## src/rtl/miller_frame_deframer_pkg.sv

```systemverilog
// rtl/miller_frame_deframer_pkg.sv - shared types and constants for the Miller frame deframer
// Purpose: FSM state enum, timing defaults, short-frame length and ISO14443A
//          short-frame command codes shared by the deframer and its ETU timer.
// Ports:   none (package)
package miller_frame_deframer_pkg;

  typedef enum logic [1:0] {
    ST_IDLE = 2'd0,
    ST_RX   = 2'd1,
    ST_DONE = 2'd2
  } state_e;

  localparam int ETU_CLKS_DEF  = 32;
  localparam int SAMPLE_PT_DEF = 16;
  localparam int SKIP_BITS_DEF = 1;
  localparam int IDLE_CLKS_DEF = 64;
  localparam int EOF_DROP_DEF  = 1;

  localparam logic [3:0] SHORT_LEN = 4'd7;

  localparam logic [6:0] CMD_REQA = 7'h26;
  localparam logic [6:0] CMD_WUPA = 7'h52;

endpackage

```

## src/rtl/miller_etu_timer.sv

```systemverilog
// rtl/miller_etu_timer.sv - ETU timing recovery for the Miller frame deframer
// Purpose: pause rising-edge detect, ETU counter re-aligned on every pause edge,
//          saturating idle counter and the per-ETU sample strobe.
// Ports:   clk, rst_n      - clock, synchronous active-low reset
//          i_pause         - modulation pause indicator
//          i_run           - high while a frame is being received
//          o_pause_rise    - pause rising edge this cycle
//          o_sample        - sample in_data this cycle
//          o_eof           - idle counter has reached IDLE_CLKS
module miller_etu_timer
  import miller_frame_deframer_pkg::*;
#(
  parameter int ETU_CLKS  = ETU_CLKS_DEF,
  parameter int SAMPLE_PT = SAMPLE_PT_DEF,
  parameter int IDLE_CLKS = IDLE_CLKS_DEF
) (
  input  logic clk,
  input  logic rst_n,
  input  logic i_pause,
  input  logic i_run,
  output logic o_pause_rise,
  output logic o_sample,
  output logic o_eof
);

  localparam int EW = $clog2(ETU_CLKS);
  localparam int IW = $clog2(IDLE_CLKS + 1);
  localparam logic [EW-1:0] ETU_LAST  = EW'(ETU_CLKS - 1);
  localparam logic [EW-1:0] SAMPLE_AT = EW'(SAMPLE_PT);
  localparam logic [IW-1:0] IDLE_MAX  = IW'(IDLE_CLKS);

  logic          r_pause_d;
  logic [EW-1:0] r_etu;
  logic [IW-1:0] r_idle;
  logic          w_rise;

  assign w_rise       = i_pause & ~r_pause_d;
  assign o_pause_rise = w_rise;
  // Sample uses the pre-realign count, so a coincident pause edge samples first.
  assign o_sample     = i_run & (r_etu == SAMPLE_AT);
  assign o_eof        = i_run & (r_idle == IDLE_MAX);

  always_ff @(posedge clk) begin
    if (!rst_n) begin
      r_pause_d <= 1'b0;
      r_etu     <= '0;
      r_idle    <= '0;
    end else begin
      r_pause_d <= i_pause;
      // Outside a frame the counters sit at 0, so SOF starts them from 0.
      if (!i_run || w_rise) begin
        r_etu  <= '0;
        r_idle <= '0;
      end else begin
        r_etu <= (r_etu == ETU_LAST) ? '0 : r_etu + 1'b1;
        if (r_idle != IDLE_MAX) r_idle <= r_idle + 1'b1;
      end
    end
  end

endmodule

```

## src/rtl/miller_frame_deframer.sv

```systemverilog
// rtl/miller_frame_deframer.sv - ISO14443A 106 kbps PCD->PICC frame deframer
// Purpose: SOF/EOF detection and LSB-first byte assembly with odd-parity check
//          on the serial output of the modified-Miller decoder.
// Ports:   clk, rst_n        - clock, synchronous active-low reset
//          in_enable         - receive enable, low aborts a frame
//          in_data, pause    - decoded bit and pause indicator
//          out_byte/out_valid/parity_err/short_frame - byte strobe and status
//          frame_done/frame_err                      - end-of-frame pulse and status
module miller_frame_deframer
  import miller_frame_deframer_pkg::*;
#(
  parameter int ETU_CLKS  = ETU_CLKS_DEF,
  parameter int SAMPLE_PT = SAMPLE_PT_DEF,
  parameter int SKIP_BITS = SKIP_BITS_DEF,
  parameter int IDLE_CLKS = IDLE_CLKS_DEF,
  parameter int EOF_DROP  = EOF_DROP_DEF
) (
  input  logic       clk,
  input  logic       rst_n,
  input  logic       in_enable,
  input  logic       in_data,
  input  logic       pause,
  output logic [7:0] out_byte,
  output logic       out_valid,
  output logic       parity_err,
  output logic       short_frame,
  output logic       frame_done,
  output logic       frame_err
);

  localparam logic [3:0] SKIP_INIT = 4'(SKIP_BITS);
  localparam logic [3:0] DROP      = 4'(EOF_DROP);

  state_e     r_state;
  logic [3:0] r_skip;
  logic [3:0] r_bit_idx;
  logic [7:0] r_hist;
  logic [7:0] r_byte_cnt;
  logic [7:0] r_out_byte;
  logic       r_out_valid;
  logic       r_parity_err;
  logic       r_short_frame;
  logic       r_frame_done;
  logic       r_frame_err;

  logic       w_rise;
  logic       w_sample;
  logic       w_eof;
  logic [3:0] w_resid;

  miller_etu_timer #(
    .ETU_CLKS  (ETU_CLKS),
    .SAMPLE_PT (SAMPLE_PT),
    .IDLE_CLKS (IDLE_CLKS)
  ) u_timer (
    .clk          (clk),
    .rst_n        (rst_n),
    .i_pause      (pause),
    .i_run        (r_state == ST_RX),
    .o_pause_rise (w_rise),
    .o_sample     (w_sample),
    .o_eof        (w_eof)
  );

  // Trailing EOF logic-0 bits are not data; floor at 0 when fewer were pushed.
  assign w_resid = (r_bit_idx > DROP) ? (r_bit_idx - DROP) : 4'd0;

  always_ff @(posedge clk) begin
    if (!rst_n) begin
      r_state       <= ST_IDLE;
      r_skip        <= '0;
      r_bit_idx     <= '0;
      r_hist        <= '0;
      r_byte_cnt    <= '0;
      r_out_byte    <= '0;
      r_out_valid   <= 1'b0;
      r_parity_err  <= 1'b0;
      r_short_frame <= 1'b0;
      r_frame_done  <= 1'b0;
      r_frame_err   <= 1'b0;
    end else begin
      r_out_valid   <= 1'b0;
      r_short_frame <= 1'b0;
      r_frame_done  <= 1'b0;
      r_frame_err   <= 1'b0;
      case (r_state)
        ST_IDLE: begin
          if (w_rise && in_enable) begin
            r_state    <= ST_RX;
            r_skip     <= SKIP_INIT;
            r_bit_idx  <= '0;
            r_byte_cnt <= '0;
          end
        end
        ST_RX: begin
          if (!in_enable) begin
            r_state <= ST_IDLE;
          end else if (w_eof) begin
            // EOF cycle takes no sample; DONE outputs are registered here.
            r_state      <= ST_DONE;
            r_frame_done <= 1'b1;
            if (r_byte_cnt == 8'd0 && w_resid == SHORT_LEN) begin
              r_out_valid   <= 1'b1;
              r_short_frame <= 1'b1;
              r_out_byte    <= {1'b0, r_hist[6:0]};
              r_parity_err  <= 1'b0;
            end else begin
              r_frame_err <= (w_resid != 4'd0);
            end
          end else if (w_sample) begin
            if (r_skip != 4'd0) begin
              r_skip <= r_skip - 4'd1;
            end else if (r_bit_idx == 4'd8) begin
              // Ninth bit is the parity bit; it is checked directly, not stored.
              r_out_valid  <= 1'b1;
              r_out_byte   <= r_hist;
              r_parity_err <= ~(^{r_hist, in_data});
              r_bit_idx    <= '0;
              if (r_byte_cnt != 8'hFF) r_byte_cnt <= r_byte_cnt + 8'd1;
            end else begin
              r_hist[r_bit_idx[2:0]] <= in_data;
              r_bit_idx              <= r_bit_idx + 4'd1;
            end
          end
        end
        ST_DONE: r_state <= ST_IDLE;
        default: r_state <= ST_IDLE;
      endcase
    end
  end

  assign out_byte    = r_out_byte;
  assign out_valid   = r_out_valid;
  assign parity_err  = r_parity_err;
  assign short_frame = r_short_frame;
  assign frame_done  = r_frame_done;
  assign frame_err   = r_frame_err;

endmodule

```

## config.mk

```make
export PLATFORM = sky130hd
export DESIGN_NAME = miller_frame_deframer
export DESIGN_NICKNAME = d
export VERILOG_FILES = /design/src/rtl/miller_frame_deframer_pkg.sv /design/src/rtl/miller_etu_timer.sv /design/src/rtl/miller_frame_deframer.sv
export SDC_FILE = /design/constraint.sdc
export NUM_CORES = 1
export LEC_CHECK = 0
export CAP_MARGIN = 10
export CORE_UTILIZATION = 60
export CTS_CLUSTER_DIAMETER = 40
export DETAILED_ROUTE_END_ITERATION = 16
export PLACE_DENSITY = 0.8
export SYNTH_ARGS = -nofsm -noshare
export SYNTH_HDL_FRONTEND = slang
export SYNTH_SLANG_ARGS = --single-unit
```

## constraint.sdc

```tcl
create_clock -name clk -period 7.4 [get_ports clk]
set_clock_uncertainty 0.2 [all_clocks]
set_input_delay 1.48 -clock clk [delete_from_list [all_inputs] [get_ports clk]]
set_output_delay 1.48 -clock clk [all_outputs]
set_load 0.01 [all_outputs]
```

==> impl_metrics.py, run 1 <==
metrics = {
    "cells_and_area": {
        "antennaDiodeCount": 0,
        "area_delta_synth_final_pct": 10.12,
        "nNetsFinal": 331,
        "drive_above_1_share": 0.05732,
        "final_cells": 364,
        "fin_area_um2": 2872,
    },
    "die": {
        "pin_count": 18,
        "core-area_um2": 4086,
        "row_count": 23,
        "fp.dieArea_um2": 4613,
        "die_w_um": 67.92,
        "fp.dieH_um": 67.92,
        "initial_core_util": 0.6381,
    },
    "global_routing": {
        "grt_overflow": 0,
        "antenna_found_initial": 0,
        "grt_max_degree": 28,
        "grt_pass1_wl_mm": 9.246,
        "first_global_vias": 1972,
        "grt_util_all_layers": 0.2669,
    },
    "routing": {
        "vias": 2204,
        "ant_nets": 0,
        "vias_per_cell": 6.055,
        "dr.pass1.iters": 5,
        "drt_iter0_markers": 198,
        "wl_mm": 5.519,
        "drc": 0,
        "routedWlPerCell_um": 15.16,
    },
    "power_and_ir_drop": {
        "p_int_uw": 355.8,
        "pwr-share-comb": 0.061,
        "power_density_nw_per_um2": 162.6,
        "clkPwrFrac": 0.332,
        "leakage_uw": 0.001034,
        "ir_worst_vdd_mv": 0.1235,
        "p_seq_frac": 0.607,
        "p_sw_frac": 0.2379,
        "switchingPower_uw": 111.1,
    },
    "logic_synthesis": {
        "synth_edf_count": 0,
        "synth_seq_cells": 52,
        "yosysUniqueCellTypes": 52,
        "syn_inst": 301,
        "syn_nets": 318,
        "synth_flop_cell": "dfxtp_1",
        "yosysWarnings": 0,
        "syn_area_per_cell_um2": 8.663,
        "synth_area_um2": 2608,
        "async_flop_share": 0,
        "yosysSeqAreaShare": 0.3992,
    },
    "sta": {
        "setup_viol": 0,
        "whs_ns": 0.2725,
        "period_share": 0.5136,
        "hold_viol": 0,
        "period_minus_slack_ns": 3.801,
        "tightest_slew_ns": 0.9582,
        "slew_headroom": 0.3612,
        "max_freq_ghz": 0.2631,
        "grt_setup_unrepaired": "no",
        "finalMaxSlewViolations": 0,
        "tns_ns": 0,
    },
    "clocking": {
        "cts_max_path_buffers": 2,
        "postCtsSetupBuffers": 0,
        "cts_root_buffer": "clkbuf_8",
        "htree_levels": 2,
        "postCtsResizedCells": 0,
        "clock_latency_ns": 0.31,
        "cts.clk_slew.worst_paths_ns": 0.09,
        "cts.hold.buffers_added": 0,
        "cts_num_sinks": 52,
        "cts_tree": "built",
        "cts_inserted_buffers": 5,
    },
    "placed_design": {
        "place_area_um2": 2790,
        "dpl.cell_count": 357,
        "globalplace.congestion": 0.9036,
        "hpwl_mm": 3.890,
        "port_buffers": 17,
    },
    "min_path": {
        "hold_end": "u_timer.r_etu[0]$_SDFF_PP0_",
        "holdPathStages": 1,
        "hold_class": "reg2reg",
        "min_from": "u_timer.r_etu[0]$_SDFF_PP0_",
    },
    "setup_path": {
        "timing.reg2reg.setup_slack_ns": 4.31,
        "critical_path.max_stage_delay_ns": 0.84,
        "path_class": "in2reg",
        "cp-startpoint": "in_enable",
        "cp-start-kind": "primary input",
        "timing.rr.start": "r_bit_idx[0]$_SDFFE_PN0P_",
        "critPathTopFamily": "compound AO/OA/AOI/OAI gates",
        "r2r_end": "out_byte[5]$_SDFFE_PN0P_",
        "critPathRequiredTime_ns": 7.38,
        "cp_cell_sequence": "clkdlybuf4s50_1, inv_1, or4_4, o32ai_2, mux2i_1, nor2_1",
        "arrival_ns": 3.78,
        "crit_path_end_kind": "register",
        "cp_num_buf_inv": 2,
        "critPathSlowestCell": "o32ai_2",
        "reg2reg_depth": 7,
        "cp_max_fo": 11,
    },
    "outcome": {
        "status": "finished clean",
    },
    "flow_run": {
        "drv_cap": 0,
    },
}
-- layout by cell type (no fill, tap or decap), types with 2 or more instances in the layout --
master           count
or2_2                4
xnor2_1              7
a311oi_1             2
dfxtp_1             52
o31ai_1              2
nand2_1             24
a31o_2               2
mux2i_1             13
a31oi_1              6
nor2b_1              2
and2_1               5
and3_1               5
nor3_1               7
xor2_1               7
ha_1                12
clkbuf_8             5
o211ai_1             2
a41oi_1              3
nor3b_1              2
a21o_1               2
nand3b_1             2
o2111ai_1            2
inv_1               17
nor2_1              32
or4_1                6
nand4_1              4
o21a_1               2
nand3_1             18
a21oi_1             14
nand2b_1             4
o21ai_0             11
clkdlybuf4s50_1     17
-- power by group through the flow --
stage | sequential, uW | combinational (uW) | clock [uW]
floorplan | 289 | 19.9 | 0
global placement | 290 | 27.1 | 0
detailed placement | 290 | 27.8 | 0
CTS | 283 | 28.1 | 158
global route | 284 | 31.7 | 172
finish | 283 | 28.3 | 155
-- final cells by class --
cell class	instances	area [um^2]
clock inverters	2	12.51
multi-input cells	220	1449
well taps	50	62.56
clock buffers	5	68.82
flip-flops and latches	52	1041
inverters	18	67.56
fillers	346	1215
repair buffers	17	170.2
-- synthesized netlist by cell type, drive strengths merged (5+ instances only) --
master	count	area share
dfxtp	52	0.40
nor2	32	0.046
nand2	24	0.035
nand3	18	0.035
inv	17	0.024
a21oi	15	0.030
mux2i	13	0.050
ha	12	0.058
o21ai	11	0.021
clkbuf	9	0.013
nor3	7	0.013
or4	7	0.022
xnor2	7	0.024
xor2	7	0.024
a31oi	6	0.014
and2	5	0.012
and3	5	0.012
-- kinds of logic (layout without fill, tap and decap cells) --
group           after synthesis  count (layout)  synth area share
mux                          13              13           0.04990
fa+ha+maj                    12              12           0.05758
simple gates                122             122            0.2409
compound gates               58              58            0.1516
xor+xnor                     15              15           0.05566
flops                        52              52            0.3992
buf+inv                      29              42           0.04510
-- state kept, by name (all words and copies together), names as in the netlist --
register           count
r_skip                 4
r_state                2
frame_err              1
parity_err             1
frame_done             1
out_byte               8
r_hist                 8
u_timer.r_etu          5
out_valid              1
u_timer.r_idle         7
r_byte_cnt             8
u_timer.r_pause_d      1
r_bit_idx              4
short_frame            1
-- metal layers --
layer	wire, um	vias to the layer above	GRT usage
li1	-	1094	-
met1	2729	1022	0.3795
met2	2385	74	0.3885
met3	318	14	0.07667
met4	86	0	0.07552
met5	0	-	0
-- worst max-delay path by stage --
stage                                           to  slack, ns  cells past startpoint
final                     out_byte[5]$_SDFFE_PN0P_       3.60                      6
after detailed placement  out_byte[5]$_SDFFE_PN0P_       3.26                      6
after floorplan           out_byte[0]$_SDFFE_PN0P_       4.35                      6
after global placement    out_byte[4]$_SDFFE_PN0P_       3.34                      6
after global routing       parity_err$_SDFFE_PN0P_       3.43                      6
after CTS                 out_byte[0]$_SDFFE_PN0P_       3.60                      6
-- through the flow --
stage | util | setup slack, ns | total power, uW
2_1_floorplan | - | 4.347 | 309.1
4_1_cts | 0.7027 | 3.600 | 469.3
3_5_place_dp | 0.6828 | 3.262 | 317.8
3_3_place_gp | 0.6828 | 3.339 | 317.0
6_report | 0.7027 | 3.599 | 466.9
5_1_grt | 0.7027 | 3.432 | 487.9
Note: power is estimated with default switching activity, not from simulation.
==> run 2, diff against run 1 <==
CORE_UTILIZATION = 53   (was 60)
PLACE_DENSITY = 0.75   (was 0.8)
clock period = 3.3 ns   (was 7.4 ns; I/O delays follow)
==> impl_metrics.py, run 2 (synthesis gave the netlist of run 1 again) <==
metrics = {
    "setup_path": {
        "cp-endpoint": "out_byte[1]$_SDFFE_PN0P_",
        "critPathSlowestCell": "dfxtp_1",
        "arrival_ns": 2.71,
        "cp_num_buf_inv": 2,
        "cp-start-kind": "register",
        "timing.reg2reg.setup_slack_ns": 0.58,
        "cp_max_fo": 11,
        "critPathTopFamily": "flip-flops",
        "critical_path.max_stage_delay_ns": 0.51,
        "r2r_end": "out_byte[1]$_SDFFE_PN0P_",
        "cp.depth": 8,
        "timing.rr.start": "r_bit_idx[1]$_SDFFE_PN0P_",
        "cp_cell_sequence": "inv_1, ha_1, nor4b_1, o2111ai_1, o32ai_2, buf_4, mux2i_1, nor2_1",
        "crit_path_end_kind": "register",
        "path_class": "reg2reg",
        "reg2reg_depth": 8,
        "critPathRequiredTime_ns": 3.28,
        "cp-startpoint": "r_bit_idx[1]$_SDFFE_PN0P_",
    },
    "die": {
        "row_count": 25,
        "die_w_um": 72.14,
        "pin_count": 18,
        "core-area_um2": 4723,
        "initial_core_util": 0.5521,
        "fp.dieArea_um2": 5204,
        "fp.dieH_um": 72.14,
    },
    "routing": {
        "vias_per_cell": 5.593,
        "vias": 2170,
        "drt_iter0_markers": 116,
        "ant_nets": 0,
        "wl_mm": 5.521,
        "routedWlPerCell_um": 14.23,
        "drc": 0,
        "dr.pass1.iters": 4,
    },
    "sta": {
        "tightest_slew_ns": 0.6017,
        "hold_viol": 0,
        "period_minus_slack_ns": 2.724,
        "finalMaxSlewViolations": 0,
        "slew_headroom": 0.5974,
        "tns_ns": 0,
        "grt_setup_unrepaired": "no",
        "setup_viol": 0,
        "max_freq_ghz": 0.3672,
        "period_share": 0.8253,
    },
    "power_and_ir_drop": {
        "ir_worst_vdd_mv": 0.2424,
        "power_density_nw_per_um2": 383.6,
        "leakage_uw": 0.001079,
    },
    "placed_design": {
        "place_area_um2": 2856,
        "port_buffers": 17,
        "hpwl_mm": 3.794,
        "globalplace.congestion": 0.8155,
    },
    "clocking": {
        "postCtsSetupBuffers": 0,
        "cts_root_buffer": "clkbuf_8",
        "postCtsResizedCells": 0,
        "htree_levels": 2,
        "cts.clk_slew.worst_paths_ns": 0.10,
        "cts_num_sinks": 52,
        "cts_max_path_buffers": 2,
        "cts_inserted_buffers": 5,
        "cts_tree": "built",
        "clock_latency_ns": 0.31,
        "cts.hold.buffers_added": 0,
    },
    "outcome": {
        "status": "finished clean",
    },
    "global_routing": {
        "antenna_found_initial": 0,
        "grt_pass1_wl_mm": 9.356,
        "first_global_vias": 1994,
        "grt_max_degree": 27,
        "grt_util_all_layers": 0.2340,
        "grt_overflow": 0,
    },
    "cells_and_area": {
        "nNetsFinal": 337,
        "nFillCells": 426,
        "drive_above_1_share": 0.07788,
        "multi_input_area_um2": 1449,
        "fin_area_um2": 2968,
        "mostFrequentLayoutCell": "dfxtp_1",
        "final_cell_mix": "dfxtp_1, nor2_1, nand2_1",
        "area_delta_synth_final_pct": 13.82,
        "antennaDiodeCount": 0,
        "register_area_um2": 1041,
    },
    "flow_run": {
        "drv_cap": 0,
    },
    "min_path": {
        "hold_class": "reg2reg",
    },
}
-- run 2: power by group --
part           switching [uW]  total (uW)  leakage, uW  internal (uW)
Sequential               3.91         636     0.000420            632
Combinational            42.2        67.7     0.000605           25.5
Clock                     211         435    0.0000541            225
Total                     257        1140      0.00108            882
-- run 2: final cells by class --
type / instances / share of cell area
multi-input combinational: 220 / 0.4882
sequential: 52 / 0.3508
timing repair buffer: 23 / 0.07251
tap: 67 / 0.02825
clock buffer: 5 / 0.02319
inverter: 18 / 0.02277
clock inverter: 3 / 0.01433
-- run 2: metrics by stage --
stage | setup slack, ns | std cells | power [uW] | hold slack [ns] | utilization
5_1_grt | 0.3320 | 388 | 1186 | 0.3055 | 0.6283
6_report | 0.5764 | 388 | 1138 | 0.2754 | 0.6283
4_1_cts | 0.6146 | 388 | 1149 | 0.2835 | 0.6283
3_3_place_gp | 0.4390 | 380 | 715.4 | 0.2444 | 0.6048
2_1_floorplan | 0.8837 | 301 | 693.1 | 0.2297 | -
3_5_place_dp | 0.3935 | 380 | 717.2 | 0.2585 | 0.6048
-- run 2: how the worst min path moves through the flow --
stage / end / cells past startpoint / from / slack [ns]
after floorplan: u_timer.r_etu[0]$_SDFF_PP0_ / 1 / u_timer.r_etu[0]$_SDFF_PP0_ / 0.23
after global placement: u_timer.r_etu[0]$_SDFF_PP0_ / 1 / u_timer.r_etu[0]$_SDFF_PP0_ / 0.24
after detailed placement: u_timer.r_etu[0]$_SDFF_PP0_ / 1 / u_timer.r_etu[0]$_SDFF_PP0_ / 0.26
after CTS: u_timer.r_etu[0]$_SDFF_PP0_ / 1 / u_timer.r_etu[0]$_SDFF_PP0_ / 0.28
after global routing: u_timer.r_etu[0]$_SDFF_PP0_ / 1 / u_timer.r_etu[0]$_SDFF_PP0_ / 0.31
final: u_timer.r_etu[0]$_SDFF_PP0_ / 1 / u_timer.r_etu[0]$_SDFF_PP0_ / 0.28
-- run 2: layer usage --
layer,vias to the layer above,share of wire,global-route usage,wire length [um]
met5,-,0,0,0
met1,1009,0.49,0.3164,2710
met3,8,0.041,0.05000,228
met4,0,0.014,0.1089,76
li1,1103,-,-,-
met2,50,0.45,0.3572,2505
